==> config.mk <==
export PLATFORM = sky130hd
export DESIGN_NAME = l1mtx_dec_param
export DESIGN_NICKNAME = d
export VERILOG_FILES = /design/src/rtl/l1mtx_dec_param.sv
export SDC_FILE = /design/constraint.sdc
export NUM_CORES = 1
export LEC_CHECK = 0
export BUFFER_PORTS_ARGS = -buffer_cell sky130_fd_sc_hd__buf_2
export CORE_AREA = 3 3 157 159
export DETAILED_ROUTE_END_ITERATION = 8
export DIE_AREA = 0 0 160 162
export GPL_TIMING_DRIVEN = 0
export PLACE_DENSITY = 0.56
export SYNTH_ARGS = -nofsm -noshare
export SYNTH_HDL_FRONTEND = slang
export SYNTH_SLANG_ARGS = --single-unit
==> constraint.sdc <==
create_clock -name HCLK -period 2.6 [get_ports HCLK]
set_input_delay 0 -clock HCLK [delete_from_list [all_inputs] [get_ports HCLK]]
set_output_delay 0 -clock HCLK [all_outputs]
set_load 0.05 [all_outputs]
==> src/rtl/l1mtx_dec_param.sv <==
// Parametrised L1 bus-matrix input-stage decoder: region decode, data-phase response mux,
// two-cycle ERROR default slave and software-visible fault capture.
module l1mtx_dec_param #(
  parameter int                      NUM_PORTS = 4,
  parameter logic [22*NUM_PORTS-1:0] ADDR_BASE = {NUM_PORTS{22'h0}},
  parameter logic [22*NUM_PORTS-1:0] ADDR_MASK = {NUM_PORTS{22'h3FFFFF}},
  parameter int                      DATA_W    = 32,
  parameter int                      RUSER_W   = 32,
  parameter int                      CNT_W     = 8
) (
  input  logic                         HCLK,
  input  logic                         HRESETn,
  input  logic                         HREADYS,
  input  logic                         sel_dec,
  input  logic [21:0]                  decode_addr_dec,
  input  logic [1:0]                   trans_dec,
  input  logic [NUM_PORTS-1:0]         active_dec_in,
  input  logic [NUM_PORTS-1:0]         readyout_dec_in,
  input  logic [2*NUM_PORTS-1:0]       resp_dec_in,
  input  logic [DATA_W*NUM_PORTS-1:0]  rdata_dec_in,
  input  logic [RUSER_W*NUM_PORTS-1:0] ruser_dec_in,
  output logic [NUM_PORTS-1:0]         sel_dec_out,
  output logic                         active_dec,
  output logic                         HREADYOUTS,
  output logic [1:0]                   HRESPS,
  output logic [DATA_W-1:0]            HRDATAS,
  output logic [RUSER_W-1:0]           HRUSERS,
  input  logic                         fault_clr,
  output logic                         fault_vld,
  output logic [21:0]                  fault_addr,
  output logic [CNT_W-1:0]             fault_cnt
);

  // Port encodings 0..7 are real output stages; DFT and NONE sit above them.
  localparam logic [3:0] P_DFT  = 4'd8;
  localparam logic [3:0] P_NONE = 4'd9;

  typedef enum logic [1:0] {DS_IDLE, DS_ERR1, DS_ERR2} ds_state_t;

  logic [3:0] addr_port;
  logic [3:0] data_port;
  logic       sel_dft;
  logic       dft_req;
  logic       dft_ready;
  logic [1:0] dft_resp;
  logic       fault_trig;
  ds_state_t  state, state_nxt;

  // Address phase: descending scan leaves the lowest matching index; an IDLE
  // transfer stays with the port currently owning the data phase.
  always_comb begin
    addr_port = P_DFT;
    for (int i = NUM_PORTS - 1; i >= 0; i--) begin
      if ((decode_addr_dec & ADDR_MASK[22*i +: 22]) == ADDR_BASE[22*i +: 22])
        addr_port = 4'(i);
    end
    if (trans_dec == 2'b00 && data_port < P_DFT)
      addr_port = data_port;
  end

  always_comb begin
    sel_dec_out = '0;
    active_dec  = 1'b1;
    for (int i = 0; i < NUM_PORTS; i++) begin
      if (addr_port == 4'(i)) begin
        sel_dec_out[i] = sel_dec;
        active_dec     = active_dec_in[i];
      end
    end
  end

  assign sel_dft = sel_dec & (addr_port == P_DFT);
  assign dft_req = sel_dft & HREADYS & trans_dec[1];

  always_ff @(posedge HCLK or negedge HRESETn) begin
    if (!HRESETn)     data_port <= P_NONE;
    else if (HREADYS) data_port <= addr_port;
  end

  // Data phase: NONE leaves the bus in its idle OKAY state.
  always_comb begin
    HREADYOUTS = 1'b1;
    HRESPS     = 2'b00;
    HRDATAS    = '0;
    HRUSERS    = '0;
    if (data_port == P_DFT) begin
      HREADYOUTS = dft_ready;
      HRESPS     = dft_resp;
    end
    for (int i = 0; i < NUM_PORTS; i++) begin
      if (data_port == 4'(i)) begin
        HREADYOUTS = readyout_dec_in[i];
        HRESPS     = resp_dec_in[2*i +: 2];
        HRDATAS    = rdata_dec_in[DATA_W*i +: DATA_W];
        HRUSERS    = ruser_dec_in[RUSER_W*i +: RUSER_W];
      end
    end
  end

  always_ff @(posedge HCLK or negedge HRESETn) begin
    if (!HRESETn) state <= DS_IDLE;
    else          state <= state_nxt;
  end

  always_comb begin
    state_nxt = state;
    dft_ready = 1'b1;
    dft_resp  = 2'b00;
    case (state)
      DS_IDLE: if (dft_req) state_nxt = DS_ERR1;
      DS_ERR1: begin
        dft_ready = 1'b0;
        dft_resp  = 2'b01;
        state_nxt = DS_ERR2;
      end
      DS_ERR2: begin
        dft_resp  = 2'b01;
        state_nxt = dft_req ? DS_ERR1 : DS_IDLE;
      end
      default: state_nxt = DS_IDLE;
    endcase
  end

  assign fault_trig = (state != DS_ERR1) & dft_req;

  always_ff @(posedge HCLK or negedge HRESETn) begin
    if (!HRESETn) begin
      fault_vld  <= 1'b0;
      fault_cnt  <= '0;
      fault_addr <= '0;
    end else begin
      if (fault_clr) begin
        fault_vld <= fault_trig;
        fault_cnt <= fault_trig ? CNT_W'(1) : '0;
      end else if (fault_trig) begin
        fault_vld <= 1'b1;
        if (fault_cnt != {CNT_W{1'b1}}) fault_cnt <= fault_cnt + CNT_W'(1);
      end
      if (fault_trig) fault_addr <= decode_addr_dec;
    end
  end

endmodule
==> flow_summary.json <==
{
  "ys_async_sr_fraction_pct": 100,
  "critPathRequiredTime_ps": 2600,
  "placedCellCount": 1096,
  "grt_max_degree": 38,
  "instances_no_fill": 1134,
  "finalCritPeriodShare_pct": 92.9,
  "ff2ff_setup_slack_ps": 570,
  "final_layout_size_suffix_gt1_share_pct": 61.8,
  "crit_path_end_kind": "output port",
  "yosysTopAreaCellShare_pct": 37.6,
  "leakage_nw": 3.28,
  "clock_latency_ps": 280,
  "netlist_instances": 374,
  "worst_slack_ps": 183,
  "finClkSkew_ps": 3.97,
  "synth_area_leaders": "mux4_2, dfrtp_1, nor2b_1, nand2_1, ha_1",
  "status": "completed",
  "tritoncts": "built",
  "path_cells": "clkbuf_1 > buf_6 > buf_4 > mux4_2 > nor2b_1 > buf_2",
  "fin_setup_tns_ps": 0,
  "rows": 56,
  "portBuffers": 403,
  "final_max_slew_viol_count": 0,
  "cpMaxStageDelayCell": "mux4_2",
  "postSynth.topFlopCell": "dfrtp_1",
  "initial_core_util_pct": 16.6,
  "gp_congestion": 0.863,
  "fin_nets": 1115,
  "worstPathMaxFanout": 10,
  "avgSynthCellArea_um2": 10.4,
  "gr-usage-all-layers_pct": 16.3,
  "vias_per_cell": 4.32,
  "wl_per_cell_um": 20.1,
  "io_pins": 404,
  "ir_worst_vdd_mv": 0.633,
  "synthDistinctLibCells": 41,
  "hp-class": "input port to flop",
  "synth-edff-count": 0,
  "dieArea_um2": 25900,
  "numCtsBuffers": 5,
  "cp_top_family": "buffers and inverters",
  "rsz0062_at_grt": "no",
  "clock-root-buffer": "clkbuf_16",
  "fin_util_pct": 28.7,
  "die_x_um": 160,
  "finalSetupViolCount": 0,
  "n_fill_cell": 2525,
  "dp_hpwl_um": 19900,
  "crit_type": "flop to output port",
  "drv_cap": 0,
  "core_um2": 23400,
  "hold_violations": 0,
  "slew_headroom_pct": 43.3,
  "area.growth.synth_to_final_pct": 72.7,
  "h-tree-depth": 2,
  "p_total_mw": 3.10,
  "synth_warnings": 0,
  "die_h_um": 162,
  "p_per_area_nw_per_um2": 462,
  "syn_nets": 681,
  "numClockSinks": 37,
  "cp-start-kind": "flop",
  "firstDrtPassIters": 4,
  "fmax_mhz": 414,
  "first_global_vias": 5088,
  "clock_path_buffers": 2,
  "cp_num_buf_inv": 4,
  "synth_area_um2": 3890,
  "pre_cts_ws_ps": 260,
  "drt_wl_total_um": 22800,
  "ant_nets": 0,
  "synth_top_area_cell": "mux4_2",
  "dr.first_iter.drc_count": 237,
  "grt-ovfl-total": 0,
  "arrival_ps": 2420,
  "tightest_slew_ps": 850,
  "num_vias": 4899,
  "post_cts_buffers": 0,
  "antenna_found_initial": 13,
  "drcViolationCount": 0,
  "synth_seq_cells": 37,
  "grt_pass1_wl_um": 31900,
  "clkTransAtPathRegs_ps": 60,
  "critPathMaxStageDelay_ps": 530,
  "synth_sequential_area_ratio_pct": 23.8,
  "min_period_ps": 2420
}
cell families after synthesis:
kind of cell    count (synthesis)  share of synthesized area (%)
simple gates                  192                           25.6
flops                          37                           23.8
fa+ha+maj                       6                           1.93
buf+inv                        40                           4.30
mux                            74                           40.1
compound gates                 25                           4.27
where the power goes:
part           total [mW]  switching (mW)  leakage [nW]  internal [mW]
clock               0.593           0.240        0.0707          0.352
combinational        1.70            1.17          2.73          0.529
sequential          0.813          0.0931         0.476          0.720
cell usage after synthesis (2+ instances only):
cell       n
mux4_2    65
o211ai_1   2
or4_1      3
nor4_1    10
ha_1       6
mux2_2     4
o21ai_0    6
inv_1      9
or3_1      2
buf_1      2
dfrtp_1   35
o22ai_1    2
nand2b_1   3
nor3_2     2
a21oi_1    5
nand2_1   75
buf_2     11
nor2b_1   69
nand3_1    2
clkbuf_1  17
mux2i_1    4
nor2_1    14
nand4_1    2
or2_2      2
and2_1     4
o31ai_1    2
dfstp_2    2
layout by cell type (no fill, tap or decap), drive strengths merged, types with 4 or more instances in the layout:
| cell type | netlist | routed |
|---|---|---|
| nand2 | 75 | 75 |
| buf | 14 | 415 |
| inv | 9 | 9 |
| and2 | 4 | 4 |
| nor2 | 14 | 14 |
| ha | 6 | 6 |
| a21oi | 5 | 5 |
| mux2 | 5 | 5 |
| mux2i | 4 | 4 |
| clkbuf | 17 | 24 |
| diode | 0 | 6 |
| dlygate4sd3 | 0 | 24 |
| dfrtp | 35 | 35 |
| o21ai | 7 | 7 |
| mux4 | 65 | 65 |
| nor4 | 10 | 10 |
| nor2b | 70 | 70 |
worst min-delay path, delay by kind of cell:
kind	cells	cell delay, ps
and+or+nand+nor	1	110
buffers and inverters	1	130
muxes	1	130
area by class of cell:
| cell class | instances | area (um2) | share of cell area, % |
|---|---|---|---|
| plain buffers | 31 | 155 | 2.31 |
| inverters | 9 | 33.8 | 0.502 |
| multi-input cells | 297 | 2800 | 41.6 |
| flip-flops and latches | 37 | 928 | 13.8 |
| clock buffers | 6 | 129 | 1.92 |
| well taps | 319 | 399 | 5.93 |
| diodes | 6 | 15.0 | 0.223 |
| clock inverters | 2 | 10.0 | 0.149 |
| repair buffers | 427 | 2260 | 33.6 |
timing repair:
action / in CTS / in global routing
hold buffers: 24 / 0
endpoints found under the setup margin: 18 / 2
endpoints found under the hold margin: 58 / 0
resized for setup: 5 / 2
routing by layer:
layer | vias to the layer above | track usage [%] | share of wire (%) | wire, um
met3 | 38 | 5.94 | 11 | 2610
met1 | 2341 | 18.0 | 35 | 7890
met2 | 255 | 29.4 | 51 | 11600
li1 | 2259 | - | - | -
met5 | - | 0 | 0.17 | 39
met4 | 6 | 5.21 | 2.7 | 610
flip-flops by register name, summed over array words and instances, names as in the netlist:
| register | flops |
|---|---|
| fault_vld | 1 |
| data_port | 4 |
| fault_cnt | 8 |
| fault_addr | 22 |
| state | 2 |
metrics by stage:
| stage | hold slack, ps | area [um2] |
|---|---|---|
| after floorplan | -296 | 3890 |
| after global placement | 175 | 6310 |
| after detailed placement | 177 | 6310 |
| after CTS | 117 | 6710 |
| after global routing | 155 | 6720 |
| final | 121 | 6730 |
final timing paths:
path / startpoint / endpoint / depth (start not counted)
max in group asynchronous: HRESETn / fault_addr[8] / 2
min in group asynchronous: HRESETn / fault_addr[2] / 2
worst max-delay path: data_port[0] / HRDATAS[29] / 6
worst max register to register: state[1] / fault_addr[4] / 8
worst min-delay path: fault_clr / fault_cnt[3] / 3
worst min register to register: fault_addr[7] / fault_addr[7] / 2
No activity file was read; power rests on OpenSTA's default activity.
